===== src/rtl/decode_ctrl_pipe.sv =====
// ID stage of the 5-stage core: decodes the IF/ID instruction, resolves the
// destination register, inserts load-use bubbles and registers the result into ID/EX.
module decode_ctrl_pipe #(
  parameter int REG_ADDR_W = 5,
  parameter int ALU_CTRL_W = 2,
  parameter int CNT_W      = 16
) (
  input  logic                  clk,
  input  logic                  rst_n,
  input  logic [31:0]           if_instr,
  input  logic                  if_valid,
  output logic                  id_ready,
  input  logic                  ex_ready,
  input  logic                  redirect,
  output logic                  ex_valid,
  output logic                  ex_branch,
  output logic                  ex_jump,
  output logic                  ex_jr,
  output logic                  ex_alu_src,
  output logic                  ex_reg_write,
  output logic                  ex_mem_write,
  output logic                  ex_mem_to_reg,
  output logic [ALU_CTRL_W-1:0] ex_alu_ctrl,
  output logic [REG_ADDR_W-1:0] ex_dest,
  output logic [REG_ADDR_W-1:0] ex_rs,
  output logic [REG_ADDR_W-1:0] ex_rt,
  output logic                  ex_illegal,
  output logic                  illegal_seen,
  output logic [CNT_W-1:0]      stall_cnt,
  output logic [CNT_W-1:0]      flush_cnt
);

  // Handshake: an instruction moves from IF/ID into ID/EX on a rising edge
  // where if_valid & id_ready; EX consumes the word on an edge with ex_ready.
  localparam logic [5:0] OP_RTYPE = 6'h00;
  localparam logic [5:0] OP_BLTZ  = 6'h01;
  localparam logic [5:0] OP_J     = 6'h02;
  localparam logic [5:0] OP_ADDI  = 6'h08;
  localparam logic [5:0] OP_LW    = 6'h23;
  localparam logic [5:0] OP_SW    = 6'h2B;
  localparam logic [5:0] FN_JR    = 6'h08;
  localparam logic [5:0] FN_SUBU  = 6'h23;
  localparam logic [5:0] FN_NOR   = 6'h27;
  localparam logic [5:0] FN_SLTU  = 6'h2B;

  localparam logic [ALU_CTRL_W-1:0] ALU_ADD  = ALU_CTRL_W'(2'd0);
  localparam logic [ALU_CTRL_W-1:0] ALU_SUB  = ALU_CTRL_W'(2'd1);
  localparam logic [ALU_CTRL_W-1:0] ALU_NOR  = ALU_CTRL_W'(2'd2);
  localparam logic [ALU_CTRL_W-1:0] ALU_SLTU = ALU_CTRL_W'(2'd3);

  logic [5:0]            op;
  logic [5:0]            funct;
  logic [REG_ADDR_W-1:0] rs_f, rt_f, rd_f;
  logic                  unused_instr;

  assign op           = if_instr[31:26];
  assign funct        = if_instr[5:0];
  assign rs_f         = if_instr[21 +: REG_ADDR_W];
  assign rt_f         = if_instr[16 +: REG_ADDR_W];
  assign rd_f         = if_instr[11 +: REG_ADDR_W];
  assign unused_instr = ^if_instr;

  logic                  dec_branch, dec_jump, dec_jr, dec_alu_src, dec_reg_write;
  logic                  dec_mem_write, dec_mem_to_reg, dec_illegal, dec_use_rd;
  logic [ALU_CTRL_W-1:0] dec_alu_ctrl;
  logic [REG_ADDR_W-1:0] dec_dest;
  logic                  rs_used, rt_used, hazard;

  always_comb begin
    dec_branch     = 1'b0;
    dec_jump       = 1'b0;
    dec_jr         = 1'b0;
    dec_alu_src    = 1'b0;
    dec_reg_write  = 1'b0;
    dec_mem_write  = 1'b0;
    dec_mem_to_reg = 1'b0;
    dec_illegal    = 1'b0;
    dec_use_rd     = 1'b0;
    dec_alu_ctrl   = ALU_ADD;
    case (op)
      OP_RTYPE: begin
        case (funct)
          FN_SUBU: begin dec_reg_write = 1'b1; dec_use_rd = 1'b1; dec_alu_ctrl = ALU_SUB;  end
          FN_NOR:  begin dec_reg_write = 1'b1; dec_use_rd = 1'b1; dec_alu_ctrl = ALU_NOR;  end
          FN_SLTU: begin dec_reg_write = 1'b1; dec_use_rd = 1'b1; dec_alu_ctrl = ALU_SLTU; end
          FN_JR:   begin dec_jr = 1'b1; dec_alu_src = 1'b1; end
          default: dec_illegal = 1'b1;
        endcase
      end
      OP_BLTZ: begin dec_branch = 1'b1; dec_alu_ctrl = ALU_SUB; end
      OP_J:    dec_jump = 1'b1;
      OP_ADDI: begin dec_alu_src = 1'b1; dec_reg_write = 1'b1; end
      OP_LW:   begin dec_alu_src = 1'b1; dec_reg_write = 1'b1; dec_mem_to_reg = 1'b1; end
      OP_SW:   begin dec_alu_src = 1'b1; dec_mem_write = 1'b1; end
      default: dec_illegal = 1'b1;
    endcase
    if (!dec_reg_write)  dec_dest = '0;
    else if (dec_use_rd) dec_dest = rd_f;
    else                 dec_dest = rt_f;
  end

  logic                  ex_valid_q, ex_branch_q, ex_jump_q, ex_jr_q, ex_alu_src_q;
  logic                  ex_reg_write_q, ex_mem_write_q, ex_mem_to_reg_q, ex_illegal_q;
  logic [ALU_CTRL_W-1:0] ex_alu_ctrl_q;
  logic [REG_ADDR_W-1:0] ex_dest_q, ex_rs_q, ex_rt_q;
  logic                  ex_valid_d, ex_branch_d, ex_jump_d, ex_jr_d, ex_alu_src_d;
  logic                  ex_reg_write_d, ex_mem_write_d, ex_mem_to_reg_d, ex_illegal_d;
  logic [ALU_CTRL_W-1:0] ex_alu_ctrl_d;
  logic [REG_ADDR_W-1:0] ex_dest_d, ex_rs_d, ex_rt_d;
  logic                  illegal_seen_q, illegal_seen_d;
  logic [CNT_W-1:0]      stall_cnt_q, stall_cnt_d, flush_cnt_q, flush_cnt_d;
  logic                  ready_c, load_word, load_bubble;

  assign rs_used = (op != OP_J);
  assign rt_used = ((op == OP_RTYPE) && (funct != FN_JR)) || (op == OP_SW);
  // Only a load in EX can still be short of its data when ID needs it.
  assign hazard  = ex_valid_q && ex_mem_to_reg_q && (ex_dest_q != '0) && if_valid &&
                   ((rs_used && (ex_dest_q == rs_f)) || (rt_used && (ex_dest_q == rt_f)));

  always_comb begin
    ready_c     = 1'b0;
    load_word   = 1'b0;
    load_bubble = 1'b0;
    stall_cnt_d = stall_cnt_q;
    flush_cnt_d = flush_cnt_q;
    if (redirect) begin
      ready_c     = 1'b1;
      load_bubble = 1'b1;
      if (if_valid && (flush_cnt_q != '1)) flush_cnt_d = flush_cnt_q + 1'b1;
    end else if (!ex_ready) begin
      ready_c = 1'b0;
    end else if (hazard) begin
      load_bubble = 1'b1;
      if (stall_cnt_q != '1) stall_cnt_d = stall_cnt_q + 1'b1;
    end else begin
      ready_c     = 1'b1;
      load_word   = if_valid;
      load_bubble = !if_valid;
    end
  end

  always_comb begin
    ex_valid_d      = ex_valid_q;
    ex_branch_d     = ex_branch_q;
    ex_jump_d       = ex_jump_q;
    ex_jr_d         = ex_jr_q;
    ex_alu_src_d    = ex_alu_src_q;
    ex_reg_write_d  = ex_reg_write_q;
    ex_mem_write_d  = ex_mem_write_q;
    ex_mem_to_reg_d = ex_mem_to_reg_q;
    ex_illegal_d    = ex_illegal_q;
    ex_alu_ctrl_d   = ex_alu_ctrl_q;
    ex_dest_d       = ex_dest_q;
    ex_rs_d         = ex_rs_q;
    ex_rt_d         = ex_rt_q;
    if (load_word) begin
      ex_valid_d      = 1'b1;
      ex_branch_d     = dec_branch;
      ex_jump_d       = dec_jump;
      ex_jr_d         = dec_jr;
      ex_alu_src_d    = dec_alu_src;
      ex_reg_write_d  = dec_reg_write;
      ex_mem_write_d  = dec_mem_write;
      ex_mem_to_reg_d = dec_mem_to_reg;
      ex_illegal_d    = dec_illegal;
      ex_alu_ctrl_d   = dec_alu_ctrl;
      ex_dest_d       = dec_dest;
      ex_rs_d         = rs_f;
      ex_rt_d         = rt_f;
    end else if (load_bubble) begin
      ex_valid_d      = 1'b0;
      ex_branch_d     = 1'b0;
      ex_jump_d       = 1'b0;
      ex_jr_d         = 1'b0;
      ex_alu_src_d    = 1'b0;
      ex_reg_write_d  = 1'b0;
      ex_mem_write_d  = 1'b0;
      ex_mem_to_reg_d = 1'b0;
      ex_illegal_d    = 1'b0;
      ex_alu_ctrl_d   = '0;
      ex_dest_d       = '0;
      ex_rs_d         = '0;
      ex_rt_d         = '0;
    end
    illegal_seen_d = illegal_seen_q || (ex_valid_q && ex_illegal_q);
  end

  always_ff @(posedge clk or negedge rst_n) begin
    if (!rst_n) begin
      ex_valid_q      <= 1'b0;
      ex_branch_q     <= 1'b0;
      ex_jump_q       <= 1'b0;
      ex_jr_q         <= 1'b0;
      ex_alu_src_q    <= 1'b0;
      ex_reg_write_q  <= 1'b0;
      ex_mem_write_q  <= 1'b0;
      ex_mem_to_reg_q <= 1'b0;
      ex_illegal_q    <= 1'b0;
      ex_alu_ctrl_q   <= '0;
      ex_dest_q       <= '0;
      ex_rs_q         <= '0;
      ex_rt_q         <= '0;
      illegal_seen_q  <= 1'b0;
      stall_cnt_q     <= '0;
      flush_cnt_q     <= '0;
    end else begin
      ex_valid_q      <= ex_valid_d;
      ex_branch_q     <= ex_branch_d;
      ex_jump_q       <= ex_jump_d;
      ex_jr_q         <= ex_jr_d;
      ex_alu_src_q    <= ex_alu_src_d;
      ex_reg_write_q  <= ex_reg_write_d;
      ex_mem_write_q  <= ex_mem_write_d;
      ex_mem_to_reg_q <= ex_mem_to_reg_d;
      ex_illegal_q    <= ex_illegal_d;
      ex_alu_ctrl_q   <= ex_alu_ctrl_d;
      ex_dest_q       <= ex_dest_d;
      ex_rs_q         <= ex_rs_d;
      ex_rt_q         <= ex_rt_d;
      illegal_seen_q  <= illegal_seen_d;
      stall_cnt_q     <= stall_cnt_d;
      flush_cnt_q     <= flush_cnt_d;
    end
  end

  // Gated by rst_n so nothing is accepted while the pipe is held in reset.
  assign id_ready      = rst_n && ready_c;
  assign ex_valid      = ex_valid_q;
  assign ex_branch     = ex_branch_q;
  assign ex_jump       = ex_jump_q;
  assign ex_jr         = ex_jr_q;
  assign ex_alu_src    = ex_alu_src_q;
  assign ex_reg_write  = ex_reg_write_q;
  assign ex_mem_write  = ex_mem_write_q;
  assign ex_mem_to_reg = ex_mem_to_reg_q;
  assign ex_illegal    = ex_illegal_q;
  assign ex_alu_ctrl   = ex_alu_ctrl_q;
  assign ex_dest       = ex_dest_q;
  assign ex_rs         = ex_rs_q;
  assign ex_rt         = ex_rt_q;
  assign illegal_seen  = illegal_seen_d;
  assign stall_cnt     = stall_cnt_q;
  assign flush_cnt     = flush_cnt_q;

endmodule


===== config.mk =====
export PLATFORM = sky130hd
export DESIGN_NAME = decode_ctrl_pipe
export DESIGN_NICKNAME = d
export VERILOG_FILES = /design/src/rtl/decode_ctrl_pipe.sv
export SDC_FILE = /design/constraint.sdc
export NUM_CORES = 1
export LEC_CHECK = 0
export ABC_AREA = 1
export CORE_MARGIN = 8
export CORE_UTILIZATION = 53
export CTS_CLUSTER_SIZE = 24
export DETAILED_ROUTE_END_ITERATION = 10
export GPL_TIMING_DRIVEN = 0
export PLACE_DENSITY = 0.89
export REMOVE_ABC_BUFFERS = 1
export SLEW_MARGIN = 40
export SYNTH_ARGS = -nofsm -noshare
export SYNTH_HDL_FRONTEND = slang
export SYNTH_SLANG_ARGS = --single-unit
export TNS_END_PERCENT = 5

===== constraint.sdc =====
create_clock -name clk -period 4.8 [get_ports clk]
set_input_delay 0.96 -clock clk [delete_from_list [all_inputs] [get_ports clk]]
set_output_delay 0.96 -clock clk [all_outputs]
set_load 0.005 [all_outputs]

# Word level (Yosys, flattened, before mapping)
# Index checks and enable logic that the tools add are counted.
[op_classes] n_reduce_logical=24 n_mux=41 bitwise=1 n_eq_ne=15 add_sub_neg=2
[ops] op="16-bit by 1-bit adder with 16-bit output, second input constant" count=2
[ops] op="16-bit inequality test, second input constant" count=2
[ops] op="6-bit == test, second input constant" count=5
[ops] op="5-bit 2-to-1 mux" count=6
[ops] op="1-bit 2-to-1 mux" count=28
[ops] op="6-bit by 4-bit == test with 1-bit output, second input constant" count=2
[ops] op="5-bit == test" count=2
[ops] op="1-bit logical AND" count=10
[ops] op="6-bit by 1-bit == test with 1-bit output, second input constant" count=1
[ops] op="6-bit by 2-bit == test with 1-bit output, second input constant" count=1
[ops] op="6-bit zero test" count=1
[ops] op="6-bit by 2-bit inequality test with 1-bit output, second input constant" count=1
[ops] op="6-bit by 4-bit inequality test with 1-bit output, second input constant" count=1
[ops] op="1-bit case mux with 2 select lines" count=3
[ops] op="2-bit case mux with 3 select lines" count=1
[ops] op="3-bit OR reduction" count=2
[ops] op="5-bit nonzero test" count=1
[ops] op="5-bit OR reduction" count=1
[ops] op="2-bit 2-to-1 mux" count=2
[ops] op="2-bit case mux with 2 select lines" count=1
[ops] op="4-bit AND reduction" count=1
[ops] op="4-bit OR reduction" count=1
[ops] op="1-bit logical OR" count=3
[ops] op="2-bit AND reduction" count=1
[ops] op="4 further kinds" count=4
[word_totals] regBits=59 output_inout_bits=60 inputBits=37 elab_cells=99

# Depth between registers and ports, before layout
# Gate-level depths: netlist of run 1.
[depth] depth_word=11 mapped_depth=12 ltp_nobuf=11

# Worst setup path after synthesis of run 1
# Ideal clock, no wire load.
[synth_path] kind="input-to-output" start="in if_instr[29]" end="out id_ready" cell_stages=10 arrival_time_ps=1787 required_ps=3840 path_buffers=0 setup_slack_ps=2053 path_cell_list="nor2_2 > nand2_2 > nor2_8 > nand2_1 > nand2_1 > nand2_2 > nand2_4 > nand3_1 > nand2_1 > inv_1"
[synth_via] elab_chain_cells=10 elab_cells_between_ends=13 classes_between="2 x eq/ne; 3 x mux; 8 x reduce/logical"
[synth_lines] element="from (decl)" line="10" source="input logic [31:0] if_instr,"
[synth_lines] element="6-bit zero test" line="115" source="assign rt_used = ((op == OP_RTYPE) && (funct != FN_JR)) || (op == OP_SW);"
[synth_lines] element="1-bit logical AND" line="115"
[synth_lines] element="1-bit logical OR" line="115"
[synth_lines] element="1-bit logical AND" line="118" source="((rs_used && (ex_dest_q == rs_f)) || (rt_used && (ex_dest_q == rt_f)));"
[synth_lines] element="1-bit logical OR (*)" line="118"
[synth_lines] element="1-bit logical AND (*)" line="117" source="assign hazard = ex_valid_q && ex_mem_to_reg_q && (ex_dest_q != '0) && if_valid &&"
[synth_lines] element="1-bit 2-to-1 mux (*)" line="132" source="end else if (hazard) begin"
[synth_lines] element="1-bit 2-to-1 mux (*)" line="130" source="end else if (!ex_ready) begin"
[synth_lines] element="1-bit 2-to-1 mux (*)" line="126" source="if (redirect) begin"
[synth_lines] element="1-bit logical AND (*)" line="227" source="assign id_ready = rst_n && ready_c;"
[synth_lines] element="to (decl)" line="12" source="output logic id_ready,"
# Mark *: on every way between the ends. The rest lies on a longest branch, timed or not.

# Final worst setup path of run 1
[layout_path] start="in if_instr[31]" end="out id_ready"
# The elaborated chain is that of the path after synthesis.

==> results.tsv, run 1 <==
stage	metric	value	unit
run_status	outcome	completed	
logic_synthesis	area of the mapped netlist	0.003613	mm2
setup_path	Stages on worst setup path	11	
logic_synthesis	yosys warns	0	
route	wire per inst	14.63	um
route	Detailed Route WL	10020	um
clock_network	CTS tree	built	
clock_network	TritonCTS Buffers	9	
floorplan	Core Region	0.006681	mm2
timing	Max Fclk	0.2519	GHz
route	via/cell ratio	5.438	
power	leakage power	2.384	nW
global_route	first-pass GRT wire length	16730	um
timing	min Tclk post-route	3.970	ns
setup_path	Crit path arrival time	3.01	ns
floorplan	row cnt	30	
route	via count	3725	
placed_design	quantity of I/O buffers inserted on ports	91	
hold_path	worst min path class	flip-flop to flip-flop	
logic_synthesis	Post-Syn Instances	509	
global_route	GR Overflow Total	0	
timing	Fin Clk Skew	0.01132	ns
logic_synthesis	sequential fraction of the synthesis area	40.86	%
floorplan	IO Count	97	
power	VDD IR max	0.1586	mV
clock_network	setup repair bufs after CTS	0	
floorplan	Die Width	98.57	um
layout	share of post-route cells with drive strength above 1	6.116	%
route	DRT Pass-1 Iters	6	
logic_synthesis	Mean Syn Cell Area	7.099	um2
placed_design	hpwl dp	7203	um
logic_synthesis	Netlist cell types	27	
layout	# fillers	534	
layout	commonest non-fill, non-tap cell in the layout	nand2_1	
hold_path	Hold Path Stages	1	
timing	fin crit share	82.71	%
timing	RSZ-0062 raised after global routing	false	
timing	Post-Route Setup TNS	0	ns
route	DRT iter0 DRCs	221	
timing	final setup fails	0	
layout	antenna cell count	0	
global_route	largest net degree at the start of global routing	41	
power	P per Cell Area	287.8	mW/mm2
setup_path	WP buf/inv	3	
setup_path	r2r worst-path depth	9	
setup_path	crit-path max cell delay	0.49	ns
timing	slew margin rel.	44.08	%
clock_network	clk buf depth	2	
layout	commonest cells after routing, fill and taps aside	nand2_1 (189), clkdlybuf4s50_1 (90), dfrtp_1 (59)	
setup_path	required time of the critical path	3.84	ns
global_route	gr usage total	20.79	%
setup_path	crit end category	output pin	
setup_path	Crit path max-delay family	simple AND/OR/NAND/NOR gates	
route	Remaining DRCs	0	
global_route	initial antenna violation count	0	
setup_path	CP max-delay cell	clkdlybuf4s50_1	
clock_network	CTS Hold Bufs	0	
floorplan	Chip Height	98.57	um
timing	Final Hold Viols	0	
setup_path	startpoint types	input pin	
setup_path	crit path max fanout	19	
route	ANT nets after route	0	
global_route	number of global-route vias before repair	3605	
timing	worst slew pin tran	0.8387	ns
layout	area grow syn2layout	33.76	%
logic_synthesis	Synth Register Bits	59	
layout	post-route core utilization	72.34	%
clock_network	H-tree levels	3	
setup_path	critical setup path kind	input pin to output pin	
clock_network	Clock Latency Late Sink	0.35	ns
setup_path	CP Cell Sequence	clkdlybuf4s50_1 -> nor2_2 -> nand2_2 -> nor2_1 -> nor2_1 -> nand2_1 -> nand2_4 -> nand3_1 -> nand2_1 -> inv_1 -> clkdlybuf4s50_1	
layout	Nets	639	
timing	Slew Viols, Final	0	
job	Max-Cap Viols	0	
placed_design	RD Place Congestion	0.9279	
clock_network	CTS clk-pin slew, worst paths	0.07	ns
floorplan	Initial Utilization	54.08	%
clock_network	clock root buffer	clkbuf_8	
clock_network	# clock sinks	59	
floorplan	die area	0.009716	mm2
clock_network	post-cts resize count	0	
kinds of logic after synthesis:
logic type / Yosys count / synth area share [%]
xor gates and xnor gates: 28 / 6.787
DFF: 59 / 40.86
and+or+nand+nor: 335 / 41.21
AOI/OAI and AO/OA: 17 / 2.527
buffers and inverters: 68 / 7.929
adders and majority gates: 2 / 0.6924
where the power goes:
part           switching (W)  total (W)  internal, W
Sequential         0.0000402   0.000576     0.000536
Combinational       0.000123   0.000257     0.000134
Clock               0.000201   0.000559     0.000358
Total               0.000364    0.00139      0.00103
per-stage QoR:
step	power (W)	worst slack, ns	hold WS, ns	instances	cell area [um2]
after global placement	0.0008263	-0.4602	0.4513	667	4544
after detailed placement	0.0008406	0.8283	0.4562	669	4592
after global routing	0.001457	0.6123	0.5089	685	4833
final	0.001391	0.8299	0.4700	685	4833
after floorplan	0.0006851	1.765	0.4431	496	3533
after CTS	0.001400	0.8209	0.4766	685	4833
cell usage after synthesis (all sizes together):
cell      n  area, um2
xnor2    12      105.1
nor3     11      60.06
ha        2      25.02
clkbuf    5      18.77
xor2     16      140.1
inv      55      206.4
nand4    24      150.1
a21o      1      7.510
nand3b    9      67.56
buf       8      61.31
nand3    46      242.7
o21ai    14      70.06
a21oi     2      13.76
nor2     51      217.7
dfrtp    59       1476
nand2   194      750.7
layout make-up:
type	instances	area (um2)	share of cell area, %
Clock buffer	11	141.4	2.925
Clock inverter	5	100.1	2.071
Inverter	55	206.4	4.271
Multi-Input combinational cell	382	1866	38.60
Sequential cell	59	1476	30.55
Tap cell	80	100.1	2.071
Timing Repair Buffer	93	943.4	19.52
metal layers:
metal  part of all wire, %  GRT usage (%)  wire, um  vias to the layer above
li1                      -              -         -                     1792
met1                    41          24.44      4128                     1754
met2                    49          34.96      4938                      154
met3                   7.4          5.004       741                       25
met4                   2.1          9.681       215                        0
met5                     0              0         0                        -
final timing paths:
path	slack [ns]	startpoint	endpoint
worst max-delay path	0.83	if_instr[31]	id_ready
worst min-delay path	0.47	illegal_seen_q	illegal_seen_q
worst max register to register	2.54	stall_cnt[0]	stall_cnt[4]
worst min register to register	0.47	illegal_seen_q	illegal_seen_q
max in group asynchronous	3.78	rst_n	stall_cnt[3]
min in group asynchronous	0.49	rst_n	flush_cnt[8]
No activity file was read; power rests on OpenSTA's default activity.
==> run 2, diff against run 1 <==
--- a/config.mk
+++ b/config.mk
@@ -7,11 +7,11 @@
 export LEC_CHECK = 0
 export ABC_AREA = 1
 export CORE_MARGIN = 8
-export CORE_UTILIZATION = 53
+export CORE_UTILIZATION = 49
 export CTS_CLUSTER_SIZE = 24
 export DETAILED_ROUTE_END_ITERATION = 10
 export GPL_TIMING_DRIVEN = 0
-export PLACE_DENSITY = 0.89
+export PLACE_DENSITY = 0.84
 export REMOVE_ABC_BUFFERS = 1
 export SLEW_MARGIN = 40
 export SYNTH_ARGS = -nofsm -noshare
==> constraint.sdc (replaced) <==
create_clock -name clk -period 4.1 [get_ports clk]
set_input_delay 0.82 -clock clk [delete_from_list [all_inputs] [get_ports clk]]
set_output_delay 0.82 -clock clk [all_outputs]
set_load 0.005 [all_outputs]
==> run 2 against run 1 <==
  * Worst hold slack worse by 0.12 ns
  * Via count shrank 3.1%
  * Wire length shrank 2.7%
  * Clock-buffer cell count unchanged
  * Critical path type unchanged
==> results.tsv, run 2 (synthesized netlist as in run 1, its figures left out) <==
stage	metric	value	unit	change
run_status	outcome	completed		
placed_design	RD Place Congestion	0.8899		-4.1%
power	total power	0.001577	W	+13%
layout	Design Area, Final	0.004850	mm2	+0.34%
clock_network	Clock Latency Late Sink	0.33	ns	-0.02 ns
clock_network	post-cts resize count	0		unchanged
timing	worst slew pin tran	0.6153	ns	-0.2235 ns
setup_path	crit end category	output pin		
timing	Final Hold Viols	0		unchanged
floorplan	Die Width	101.9	um	+3.4%
timing	fin crit share	88.62	%	
route	ANT nets after route	0		unchanged
timing	slew margin rel.	58.67	%	+15 points
power	VDD IR max	0.1990	mV	+25%
power	leakage power	2.381	nW	-0.11%
layout	area grow syn2layout	34.21	%	
power	P per Cell Area	325.2	mW/mm2	+13%
floorplan	Chip Height	101.9	um	+3.4%
clock_network	TritonCTS Buffers	9		unchanged
layout	commonest cells after routing, fill and taps aside	nand2_1 (189), clkdlybuf4s50_1 (90), dfrtp_1 (59)		
global_route	number of global-route vias before repair	3647		+1.2%
timing	min Tclk post-route	3.633	ns	
route	DRT iter0 DRCs	146		-34%
floorplan	die area	0.01038	mm2	+6.8%
hold_path	worst min path class	input pin to async pin		
job	Max-Cap Viols	0		unchanged
floorplan	IO Count	97		unchanged
route	Remaining DRCs	0		unchanged
setup_path	required time of the critical path	3.28	ns	-0.56 ns
floorplan	row cnt	31		+3.3%
timing	Max Fclk	0.2752	GHz	
timing	hold slack	0.3531	ns	-0.1170 ns
route	via count	3608		-3.1%
route	Detailed Route WL	9752	um	-2.7%
timing	Slew Viols, Final	0		unchanged
clock_network	setup repair bufs after CTS	0		unchanged
timing	RSZ-0062 raised after global routing	false		
global_route	GR Overflow Total	0		unchanged
placed_design	dpl cell area	0.004616	mm2	+0.52%
layout	commonest non-fill, non-tap cell in the layout	nand2_1		
floorplan	Initial Utilization	50.09	%	-4.0 points
setup_path	startpoint types	input pin		
layout	Nets	639		unchanged
timing	Fin Clk Skew	0.008010	ns	-0.003310 ns
setup_path	critical setup path kind	input pin to output pin		
route	DRT Pass-1 Iters	4		-2
layout	share of post-route cells with drive strength above 1	6.281	%	+0.17 points
clock_network	CTS tree	built		
timing	final setup fails	0		unchanged
clock_network	clk buf depth	2		unchanged
clock_network	clock root buffer	clkbuf_8		
layout	antenna cell count	0		unchanged
clock_network	CTS Hold Bufs	0		unchanged
setup_path	crit path max fanout	19		unchanged
clock_network	# clock sinks	59		unchanged
route	wire per inst	13.85	um	-5.3%
global_route	largest net degree at the start of global routing	43		+4.9%
layout	# fillers	629		+18%
global_route	gr usage total	19.78	%	-1.0 points
route	via/cell ratio	5.125		-5.8%
clock_network	H-tree levels	3		unchanged
floorplan	Core Region	0.007214	mm2	+8.0%
placed_design	quantity of I/O buffers inserted on ports	91		unchanged
global_route	first-pass GRT wire length	16510	um	-1.3%
clock_network	CTS clk-pin slew, worst paths	0.07	ns	about the same
placed_design	hpwl dp	7298	um	+1.3%
layout	post-route core utilization	67.22	%	-5.1 points
global_route	initial antenna violation count	0		unchanged
setup_path	Crit path arrival time	2.81	ns	-0.20 ns
timing	Post-Route Setup TNS	0	ns	unchanged
-- run 2: cell types whose count changed in the layout (fill, tap and decap cells not counted), sizes merged --
| cell | before | now |
|---|---|---|
| clkinv | 2 | 3 |
| bufinv | 3 | 2 |
-- run 2: cell type report --
class,instances,area [um2],share of cell area [%]
multi-input cells,382,1873,38.62
flip-flops and latches,59,1476,30.44
repair buffers,93,943.4,19.45
inverters,55,206.4,4.257
clock buffers,11,151.4,3.122
well taps,99,123.9,2.554
clock inverters,5,75.07,1.548
-- run 2: worst max-delay path: stages --
cell	delay, ns
clkdlybuf4s50_1	0.44
nor2_2	0.15
nand2_2	0.12
nor2_1	0.22
nor2_1	0.08
nand2_1	0.11
nand2_4	0.16
nand3_1	0.11
nand2_1	0.05
inv_1	0.05
clkdlybuf4s50_1	0.50
-- run 2: final timing paths --
check / from / to / slack (ns) / depth (start not counted)
max: if_instr[29] / id_ready / 0.47 / 11
min: rst_n / flush_cnt[8] / 0.35 / 1
max reg2reg: stall_cnt[0] / stall_cnt[1] / 2.10 / 9
min reg2reg: illegal_seen_q / illegal_seen_q / 0.47 / 1
max in group asynchronous: rst_n / ex_rt[4] / 3.23 / 2
min in group clk: illegal_seen_q / illegal_seen_q / 0.47 / 1
-- run 2: per-stage QoR --
step / instances / setup WS, ns
floorplan: 496 / 1.345
global placement: 686 / -0.8733
detailed placement: 688 / 0.4627
CTS: 704 / 0.4590
global route: 704 / 0.2920
finish: 704 / 0.4668
-- run 2: metal layers --
layer	vias to the layer above	wire, um	GRT usage, %	share of wire (%)
met4	0	147	8.352	1.5
li1	1800	-	-	-
met1	1681	4020	22.58	41
met2	110	4886	34.00	50
met5	-	0	0	0
met3	17	698	5.450	7.2
-- run 2: power breakdown --
group          internal, W  switching, W  leakage, nW  total, W
Sequential        0.000627     0.0000467        0.800  0.000674
Clock             0.000372      0.000231        0.119  0.000603
Combinational     0.000157      0.000143         1.46  0.000300
==> run 3, diff against run 2 <==
--- a/config.mk
+++ b/config.mk
@@ -8,7 +8,7 @@
 export ABC_AREA = 1
 export CORE_MARGIN = 8
 export CORE_UTILIZATION = 49
-export CTS_CLUSTER_SIZE = 24
+export CTS_CLUSTER_SIZE = 20
 export DETAILED_ROUTE_END_ITERATION = 10
 export GPL_TIMING_DRIVEN = 0
 export PLACE_DENSITY = 0.84
==> results of run 3 <==
Final layout, timing and power as in run 2 (identical DEF).
